[config.mk]
export PLATFORM = sky130hd
export DESIGN_NAME = alu_iter
export DESIGN_NICKNAME = d
export VERILOG_FILES = /design/src/rtl/alu_iter.sv
export SDC_FILE = /design/constraint.sdc
export NUM_CORES = 2
export LEC_CHECK = 0
export BUFFER_PORTS_ARGS = -buffer_cell sky130_fd_sc_hd__buf_2
export CAP_MARGIN = 30
export CORE_UTILIZATION = 45
export DETAILED_ROUTE_END_ITERATION = 7
export PLACE_DENSITY_LB_ADDON = 0.1
export SLEW_MARGIN = 20
export SYNTH_ARGS = -nofsm -noshare
export SYNTH_HDL_FRONTEND = slang
export SYNTH_SLANG_ARGS = --single-unit
[constraint.sdc]
create_clock -name clk -period 10.5 [get_ports clk]
set_input_delay 1.05 -clock clk [delete_from_list [all_inputs] [get_ports clk]]
set_output_delay 1.05 -clock clk [all_outputs]
set_load 0.01 [all_outputs]
[src/rtl/alu_iter.sv]
// Integer ALU for the EX stage: single-cycle ops answer in one cycle, while
// RV32M multiply/divide/remainder iterate one bit per cycle behind the same handshake.
module alu_iter #(
  parameter int XLEN = 32,
  parameter int CW   = $clog2(XLEN) + 1
) (
  input  logic            clk,
  input  logic            rst,
  input  logic            flush,
  input  logic            req_valid,
  output logic            req_ready,
  input  logic [4:0]      req_op,
  input  logic [XLEN-1:0] req_a,
  input  logic [XLEN-1:0] req_b,
  output logic            resp_valid,
  input  logic            resp_ready,
  output logic [XLEN-1:0] resp_data,
  output logic            resp_zero,
  output logic            resp_illegal,
  output logic            busy
);

  localparam int SW = $clog2(XLEN);
  localparam logic [CW-1:0]   CNT_DONE = CW'(XLEN);
  localparam logic [XLEN-1:0] MIN_INT  = {1'b1, {(XLEN-1){1'b0}}};
  localparam logic [XLEN-1:0] ALL_ONES = '1;

  localparam logic [4:0] OP_ADD = 5'd0,  OP_SUB = 5'd1,  OP_SLL = 5'd2,   OP_SLT = 5'd3;
  localparam logic [4:0] OP_SLTU = 5'd4, OP_XOR = 5'd5,  OP_SRL = 5'd6,   OP_SRA = 5'd7;
  localparam logic [4:0] OP_OR = 5'd8,   OP_AND = 5'd9,  OP_MUL = 5'd10,  OP_MULH = 5'd11;
  localparam logic [4:0] OP_MULHU = 5'd12, OP_DIV = 5'd13, OP_DIVU = 5'd14;
  localparam logic [4:0] OP_REM = 5'd15, OP_REMU = 5'd16;

  typedef enum logic [1:0] {S_IDLE, S_ITER, S_FIX} state_t;

  state_t            state_q, state_d;
  logic [CW-1:0]     cnt_q, cnt_d;
  logic [4:0]        op_q, op_d;
  logic              a_neg_q, a_neg_d, b_neg_q, b_neg_d;
  logic [XLEN-1:0]   opnd_q, opnd_d;
  logic [2*XLEN-1:0] acc_q, acc_d;
  logic              resp_valid_q, resp_valid_d;
  logic [XLEN-1:0]   resp_data_q, resp_data_d;
  logic              resp_zero_q, resp_zero_d;
  logic              resp_illegal_q, resp_illegal_d;

  logic            accept, is_mul, is_div, is_illegal, signed_op, div_zero, div_ovf, is_fast;
  logic            a_neg, b_neg;
  logic [XLEN-1:0] a_mag, b_mag, fast_data, fix_data;
  logic [SW-1:0]   shamt;

  assign req_ready    = (state_q == S_IDLE) && !flush && (!resp_valid_q || resp_ready);
  assign accept       = req_valid && req_ready;
  assign busy         = (state_q != S_IDLE);
  assign resp_valid   = resp_valid_q;
  assign resp_data    = resp_data_q;
  assign resp_zero    = resp_zero_q;
  assign resp_illegal = resp_illegal_q;

  assign is_mul     = req_op inside {OP_MUL, OP_MULH, OP_MULHU};
  assign is_div     = req_op inside {OP_DIV, OP_DIVU, OP_REM, OP_REMU};
  assign is_illegal = req_op > OP_REMU;
  assign signed_op  = req_op inside {OP_MULH, OP_DIV, OP_REM};
  assign div_zero   = is_div && (req_b == '0);
  assign div_ovf    = (req_op == OP_DIV || req_op == OP_REM) && (req_a == MIN_INT) && (req_b == ALL_ONES);
  assign is_fast    = !(is_mul || is_div) || div_zero || div_ovf;
  assign shamt      = req_b[SW-1:0];

  // MUL and MULHU iterate on raw operands; only signed ops are reduced to magnitudes.
  assign a_neg = signed_op && req_a[XLEN-1];
  assign b_neg = signed_op && req_b[XLEN-1];
  assign a_mag = a_neg ? -req_a : req_a;
  assign b_mag = b_neg ? -req_b : req_b;

  always_comb begin
    fast_data = '0;
    case (req_op)
      OP_ADD:  fast_data = req_a + req_b;
      OP_SUB:  fast_data = req_a - req_b;
      OP_SLL:  fast_data = req_a << shamt;
      OP_SLT:  fast_data = {{(XLEN-1){1'b0}}, ($signed(req_a) < $signed(req_b))};
      OP_SLTU: fast_data = {{(XLEN-1){1'b0}}, (req_a < req_b)};
      OP_XOR:  fast_data = req_a ^ req_b;
      OP_SRL:  fast_data = req_a >> shamt;
      OP_SRA:  fast_data = $unsigned($signed(req_a) >>> shamt);
      OP_OR:   fast_data = req_a | req_b;
      OP_AND:  fast_data = req_a & req_b;
      default: fast_data = '0;
    endcase
    if (div_zero)
      fast_data = (req_op == OP_DIV || req_op == OP_DIVU) ? ALL_ONES : req_a;
    else if (div_ovf)
      fast_data = (req_op == OP_DIV) ? MIN_INT : '0;
  end

  // Multiply and restoring divide share acc: high half is partial sum/remainder,
  // low half holds the multiplier or dividend and collects product/quotient bits.
  logic [XLEN-1:0]   acc_hi, acc_lo, rem_sub;
  logic [XLEN:0]     mul_sum, rem_sh;
  logic              div_ge, mul_q;
  logic [2*XLEN-1:0] step_acc, prod;

  assign acc_hi   = acc_q[2*XLEN-1:XLEN];
  assign acc_lo   = acc_q[XLEN-1:0];
  assign mul_q    = op_q inside {OP_MUL, OP_MULH, OP_MULHU};
  assign mul_sum  = {1'b0, acc_hi} + {1'b0, (acc_lo[0] ? opnd_q : {XLEN{1'b0}})};
  assign rem_sh   = {acc_hi, acc_lo[XLEN-1]};
  assign div_ge   = rem_sh[XLEN] || (rem_sh[XLEN-1:0] >= opnd_q);
  assign rem_sub  = rem_sh[XLEN-1:0] - opnd_q;
  assign step_acc = mul_q  ? {mul_sum, acc_lo[XLEN-1:1]} :
                    div_ge ? {rem_sub, acc_lo[XLEN-2:0], 1'b1} :
                             {rem_sh[XLEN-1:0], acc_lo[XLEN-2:0], 1'b0};
  assign prod     = (op_q == OP_MULH && (a_neg_q ^ b_neg_q)) ? -acc_q : acc_q;

  always_comb begin
    case (op_q)
      OP_MUL:           fix_data = prod[XLEN-1:0];
      OP_MULH, OP_MULHU: fix_data = prod[2*XLEN-1:XLEN];
      OP_DIV:           fix_data = (a_neg_q ^ b_neg_q) ? -acc_lo : acc_lo;
      OP_DIVU:          fix_data = acc_lo;
      OP_REM:           fix_data = a_neg_q ? -acc_hi : acc_hi;
      default:          fix_data = acc_hi;
    endcase
  end

  always_comb begin
    // NOTE: every _d starts from its _q so no branch can leave one unassigned and infer a latch.
    state_d        = state_q;
    cnt_d          = cnt_q;
    op_d           = op_q;
    a_neg_d        = a_neg_q;
    b_neg_d        = b_neg_q;
    opnd_d         = opnd_q;
    acc_d          = acc_q;
    resp_valid_d   = resp_valid_q && !resp_ready;
    resp_data_d    = resp_data_q;
    resp_zero_d    = resp_zero_q;
    resp_illegal_d = resp_illegal_q;
    if (flush) begin
      state_d      = S_IDLE;
      cnt_d        = '0;
      resp_valid_d = 1'b0;
    end else begin
      case (state_q)
        S_IDLE: if (accept) begin
          if (is_fast) begin
            resp_valid_d   = 1'b1;
            resp_data_d    = fast_data;
            resp_zero_d    = (fast_data == '0);
            resp_illegal_d = is_illegal;
          end else begin
            state_d = S_ITER;
            cnt_d   = '0;
            op_d    = req_op;
            a_neg_d = a_neg;
            b_neg_d = b_neg;
            opnd_d  = is_mul ? a_mag : b_mag;
            acc_d   = {{XLEN{1'b0}}, (is_mul ? b_mag : a_mag)};
          end
        end
        S_ITER: begin
          acc_d = step_acc;
          cnt_d = cnt_q + CW'(1);
          if (cnt_d == CNT_DONE) state_d = S_FIX;
        end
        S_FIX: begin
          state_d        = S_IDLE;
          cnt_d          = '0;
          resp_valid_d   = 1'b1;
          resp_data_d    = fix_data;
          resp_zero_d    = (fix_data == '0);
          resp_illegal_d = 1'b0;
        end
        default: state_d = S_IDLE;
      endcase
    end
  end

  // NOTE: sequential state uses non-blocking assignments so every flop samples pre-edge values.
  always_ff @(posedge clk or posedge rst) begin
    if (rst) begin
      state_q        <= S_IDLE;
      cnt_q          <= '0;
      op_q           <= '0;
      a_neg_q        <= 1'b0;
      b_neg_q        <= 1'b0;
      opnd_q         <= '0;
      acc_q          <= '0;
      resp_valid_q   <= 1'b0;
      resp_data_q    <= '0;
      resp_zero_q    <= 1'b0;
      resp_illegal_q <= 1'b0;
    end else begin
      state_q        <= state_d;
      cnt_q          <= cnt_d;
      op_q           <= op_d;
      a_neg_q        <= a_neg_d;
      b_neg_q        <= b_neg_d;
      opnd_q         <= opnd_d;
      acc_q          <= acc_d;
      resp_valid_q   <= resp_valid_d;
      resp_data_q    <= resp_data_d;
      resp_zero_q    <= resp_zero_d;
      resp_illegal_q <= resp_illegal_d;
    end
  end

endmodule

# Word-level counts from Yosys, hierarchy flattened
# Index checks and enable logic that the tools add are counted.
classes:
  n_addsub: 10
  n_lt_le_gt_ge: 4
  n_eq_ne: 33
  shifts: 3
  mux: 41
  n_bitwise: 6
  n_reduce_logical: 40
op_table:
  columns: ["cell", "count"]
  rows:
  - ["$mux W32", 13]
  - ["$mux W64", 5]
  - ["$pmux W32 S10", 1]
  - ["$pmux W32 S5", 1]
  - ["$neg A32 Y32", 4]
  - ["$pmux W64 S2", 1]
  - ["$logic_not A32 Y1", 3]
  - ["$eq A5 B4 Y1 const B", 14]
  - ["$eq A32 B32 Y1 const B", 2]
  - ["$lt A32 B32 Y1", 2]
  - ["$neg A64 Y64", 1]
  - ["$pmux W32 S2", 1]
  - ["$sub A32 B32 Y32", 2]
  - ["$add A32 B32 Y33", 1]
  - ["$add A32 B32 Y32", 1]
  - ["$and A32 B32 Y32", 1]
  - ["$ge A32 B32 Y1", 1]
  - ["$or A32 B32 Y32", 1]
  - ["$shl A32 B5 Y32", 1]
  - ["$shr A32 B5 Y32", 1]
  - ["$sshr A32 B5 Y32", 1]
  - ["$xor A32 B32 Y32", 1]
  - ["$eq A5 B3 Y1 const B", 4]
  - ["$mux W6", 3]
  - ["28 further kinds", 71]
word_totals:
  regBits: 146
  inputBits: 74
  output_inout_bits: 37
  word_cells: 148

# Longest topological paths before layout
depth:
  ltp_word: 10
  depth_mapped: 19
  mapped_depth_nobuf: 16

# Worst setup path before layout
# OpenSTA, ideal clock, no wires.
synth_timing:
  path_kind: "input to register"
  start: "input port req_b[1]"
  end: "register resp_zero_q, in the netlist resp_zero"
  setup_time_ns: 0.095
  arrival_ns: 6.038
  required_time_ns: 10.405
  setup_slack_ns: 4.366
  path_stages: 18
  path_buffers: 4
  cell_sequence: "buf_2 -> inv_2 -> buf_2 -> clkbuf_1 -> clkbuf_1 -> fa_1 -> nand2b_1 -> a221o_1 -> a31oi_1 -> a311oi_2 -> o211ai_1 -> xnor2_1 -> a221o_1 -> a2111o_1 -> or4_1 -> or4_1 -> or4b_1 -> o31ai_1"
synth_between:
  elab_chain_len: 8
  word_cells_on_any_way: 25
  classes_between: "add/sub (2); order compare (2); eq/ne (2); shift (3); mux (6); bitwise (3); reduce/logical (7)"
synth_lines:
  columns: ["element", "line", "rtl"]
  rows:
  - ["from (decl)", "14", "input logic [XLEN-1:0] req_b,"]
  - ["$sub A32 B32 Y32, or another cell as far along", "79", "OP_SUB: fast_data = req_a - req_b;"]
  - ["$pmux W32 S10 / $logic_and A1 B1 Y1 (equally long branches)", "77, 65", null]
  - ["$mux W32", "92", "else if (div_ovf)"]
  - ["$mux W32", "90", "if (div_zero)"]
  - ["$logic_not A32 Y1", "149", "resp_zero_d = (fast_data == '0);"]
  - ["$mux W1", "146", "if (is_fast) begin"]
  - ["$mux W1", "145", "S_IDLE: if (accept) begin"]
  - ["$pmux W1 S2", "144", "case (state_q)"]
  - ["to (signal assigned)", "203", "resp_zero_q <= resp_zero_d;"]
  - ["to (decl)", "44", "logic resp_zero_q, resp_zero_d;"]
# Parallel ways exist; a longest one is shown, timed or not. The select of a mux whose other input is x is not followed.
# A chain may end at the register's enable or synchronous reset.

# Final worst setup path
layout_timing:
  start: "input port req_b[0]"
  end: "register resp_zero_q, in the netlist resp_zero"
# Same word-level chain as after synthesis.

==> flow_summary.yaml <==
sta:
  rsz0062_at_grt: "no"
  maxSlewHeadroom_pct: 23.3
  period_share_pct: 64.6
  finalHoldViolations: 0
  fin_ws_ns: 3.72
  slew_viol_final: 0
  setup_viol_count_final: 0
  fin_setup_tns_ns: 0
  tightest_slew_ns: 1.14
  fin_crit_ns: 6.78
  clock.fmax_mhz: 147
  finClkSkew_ns: 0.0144
cells_and_area:
  fin_nets: 3783
  final_common_cell: "nand2_1"
  final_cell_mix: "nand2_1, nor2_1, o21ai_0"
  synthToLayoutAreaGrowth_pct: 6.17
  drive_gt1_share_pct: 9.48
  nFillCells: 5660
  seqCellArea_um2: 3650
  multi_input_area_um2: 19800
drt:
  drc_errors: 3
  via_per_inst: 7.06
  postRouteAntennaNets: 0
  wl_per_cell_um: 31.1
  dr.pass1.iters: 8
  postRouteWirelength_um: 134000
  drtIter0Drc: 4285
  vias: 30300
yosys:
  synth_area_um2: 25100
  ys_types: 97
  synth-seq-area-share_pct: 14.5
  yosys_warnings: 0
  yosys_register_bits: 146
  synth_ff_type: "dfrtp_1"
  synth_edf_count: 0
  avgSynthCellArea_um2: 6.92
  synth_nets: 3884
  syn_inst: 3632
  async_flop_share_pct: 100
setup_path:
  cp.required_ns: 10.87
  cp.arrival_ns: 7.15
  crit_type: "in2reg"
  slowest_delay_ns: 0.67
  cp_num_buf_inv: 3
  start_kind: "input port"
  endpoint_kind: "register"
  cp_max_fo: 53
  critPathTopFamily: "compound AO/OA/AOI/OAI gates"
  cp_slowest_cell: "a311oi_2"
  crit_chain: "buf_4 -> buf_4 -> ha_1 -> inv_1 -> fa_1 -> nand2b_1 -> a221o_1 -> a31oi_1 -> a311oi_2 -> o21ai_1 -> a211o_1 -> a221oi_1 -> nand4_1 -> or4_1 -> or4_1 -> or4b_1 -> o31ai_1"
place:
  portBuffers: 110
  dp_worst_setup_slack_ns: 3.36
  gp_congestion: 1.11
  hpwl_um: 102000
pwr:
  powerDensity_nw_per_um2: 167
  swShare_pct: 55.5
  peakVddDrop_uv: 135
  p_switching_w: 0.00247
  p_total_w: 0.00445
  pwr-share-comb_pct: 62.5
  clkPwrFrac_pct: 14.4
  p_leak_nw: 11.3
  p_seq_share_pct: 23.1
  p_int_w: 0.00198
cts:
  insertion_delay_ns: 0.47
  post_cts_buffers: 0
  ctsHoldBuffers: 0
  cts_tree: "yes"
  h-tree-depth: 4
  cts-resized-gates: 0
  cts_buffer_depth: 2
  clkTransAtPathRegs_ns: 0.08
  cts_root_buf: "clkbuf_16"
  cts.sinks: 146
  cts_buffers: 17
job:
  drv_cap: 0
global_routing:
  first_global_vias: 27600
  grt_pass1_wl_um: 191000
  grt_util_all_layers_pct: 45.7
  antenna_found_initial: 6
  grt_max_degree: 101
  grt_overflow: 0
worst_hold_path:
  hold_class: "reg2reg"
die:
  die_area_um2: 56800
  initial_core_util_pct: 45.5
  die_w_um: 238
  rows: 86
  die_h_um: 238
  coreArea_um2: 55200
  io_pins: 111
status:
  violations: "DRC"
  status: "complete, but fails checks"
==> worst register-to-register path, delay by kind of cell (launching register included) <==
kind | cells | cell delay, ns
AO/OA/AOI/OAI | 10 | 2.55
buffers and inverters | 3 | 0.96
adder cells (fa/ha/maj) | 2 | 0.64
flip-flops | 1 | 0.52
AND/OR/NAND/NOR | 1 | 0.23
multiplexers | 1 | 0.17
==> layer usage <==
metal,track usage (%),wire length [um]
met5,0,27
met4,34.1,12000
met3,11.3,14800
met2,68.6,56200
met1,56.4,50500
==> worst paths after layout <==
check | from | endpoint | slack, ns | depth (start not counted)
hold / removal | resp_data[4] | resp_data[4] | 0.48 | 1
hold reg to reg | resp_data[4] | resp_data[4] | 0.48 | 1
max in group asynchronous | rst | resp_data[22] | 8.39 | 3
setup / recovery | req_b[0] | resp_zero | 3.72 | 17
setup reg to reg | acc_q[31] | acc_q[0] | 5.32 | 17
min in group asynchronous | rst | cnt_q[1] | 0.74 | 2
==> final cells by class <==
class | instances | share of cell area, %
clock inverters | 15 | 0.680
clock buffers | 17 | 1.59
repair buffers | 173 | 3.91
multi-input cells | 3019 | 74.1
flip-flops and latches | 146 | 13.7
diodes | 5 | 0.0469
inverters | 174 | 2.47
well taps | 748 | 3.51
==> cell usage after synthesis, types with 26 or more instances <==
| cell type | n | area (um^2) |
|---|---|---|
| xnor2_1 | 118 | 1030 |
| nand4_1 | 49 | 307 |
| a31oi_1 | 46 | 288 |
| nor3_1 | 98 | 490 |
| clkbuf_1 | 246 | 923 |
| mux2i_1 | 76 | 761 |
| o21bai_1 | 26 | 195 |
| a21o_1 | 57 | 428 |
| inv_1 | 170 | 638 |
| nand2_1 | 409 | 1540 |
| nand2b_1 | 40 | 250 |
| a21oi_1 | 308 | 1540 |
| a211oi_1 | 64 | 480 |
| nor4_1 | 46 | 288 |
| mux2_2 | 41 | 462 |
| mux4_2 | 31 | 698 |
| a22oi_1 | 29 | 218 |
| o211ai_1 | 64 | 480 |
| buf_1 | 26 | 97.6 |
| nor2_1 | 355 | 1330 |
| o31ai_1 | 52 | 390 |
| dfrtp_1 | 146 | 3650 |
| o22ai_1 | 30 | 188 |
| xor2_1 | 28 | 245 |
| nand3_1 | 75 | 375 |
| o21ai_0 | 352 | 1760 |
| ha_1 | 174 | 2180 |
==> sequential cells by signal, summed over array words and instances, names as in the netlist <==
name	count
a_neg_q	1
acc_q	64
b_neg_q	1
cnt_q	6
op_q	5
opnd_q	32
resp_data	32
resp_illegal	1
resp_valid	1
resp_zero	1
state_q	2
==> through the flow <==
stage / hold slack, ns / instances / util [%] / area (um^2)
2_1_floorplan: 0.450 / 3632 / - / 25100
3_3_place_gp: 0.462 / 4250 / 47.1 / 26000
3_5_place_dp: 0.456 / 4256 / 47.1 / 26000
4_1_cts: 0.478 / 4288 / 48.2 / 26600
5_1_grt: 0.500 / 4292 / 48.3 / 26700
6_report: 0.482 / 4297 / 48.4 / 26700
==> cell families after synthesis <==
family                   Yosys count  synth area share, %
multiplexers                     158                 8.11
XOR/XNOR                         146                 5.09
buffers and inverters            467                 7.20
adder cells (fa/ha/maj)          178                 8.98
AO/OA/AOI/OAI                   1286                 32.7
AND/OR/NAND/NOR                 1251                 23.4
flip-flops                       146                 14.5
==> power by group through the flow <==
stage,registers [W],logic (W),clock network [W]
after floorplan,0.000891,0.00187,0
after global placement,0.00102,0.00261,0
after CTS,0.00102,0.00266,0.000642
final,0.00103,0.00278,0.000639
after detailed placement,0.00103,0.00265,0
after global routing,0.00105,0.00297,0.000665
(Power assumes the default switching activity.)
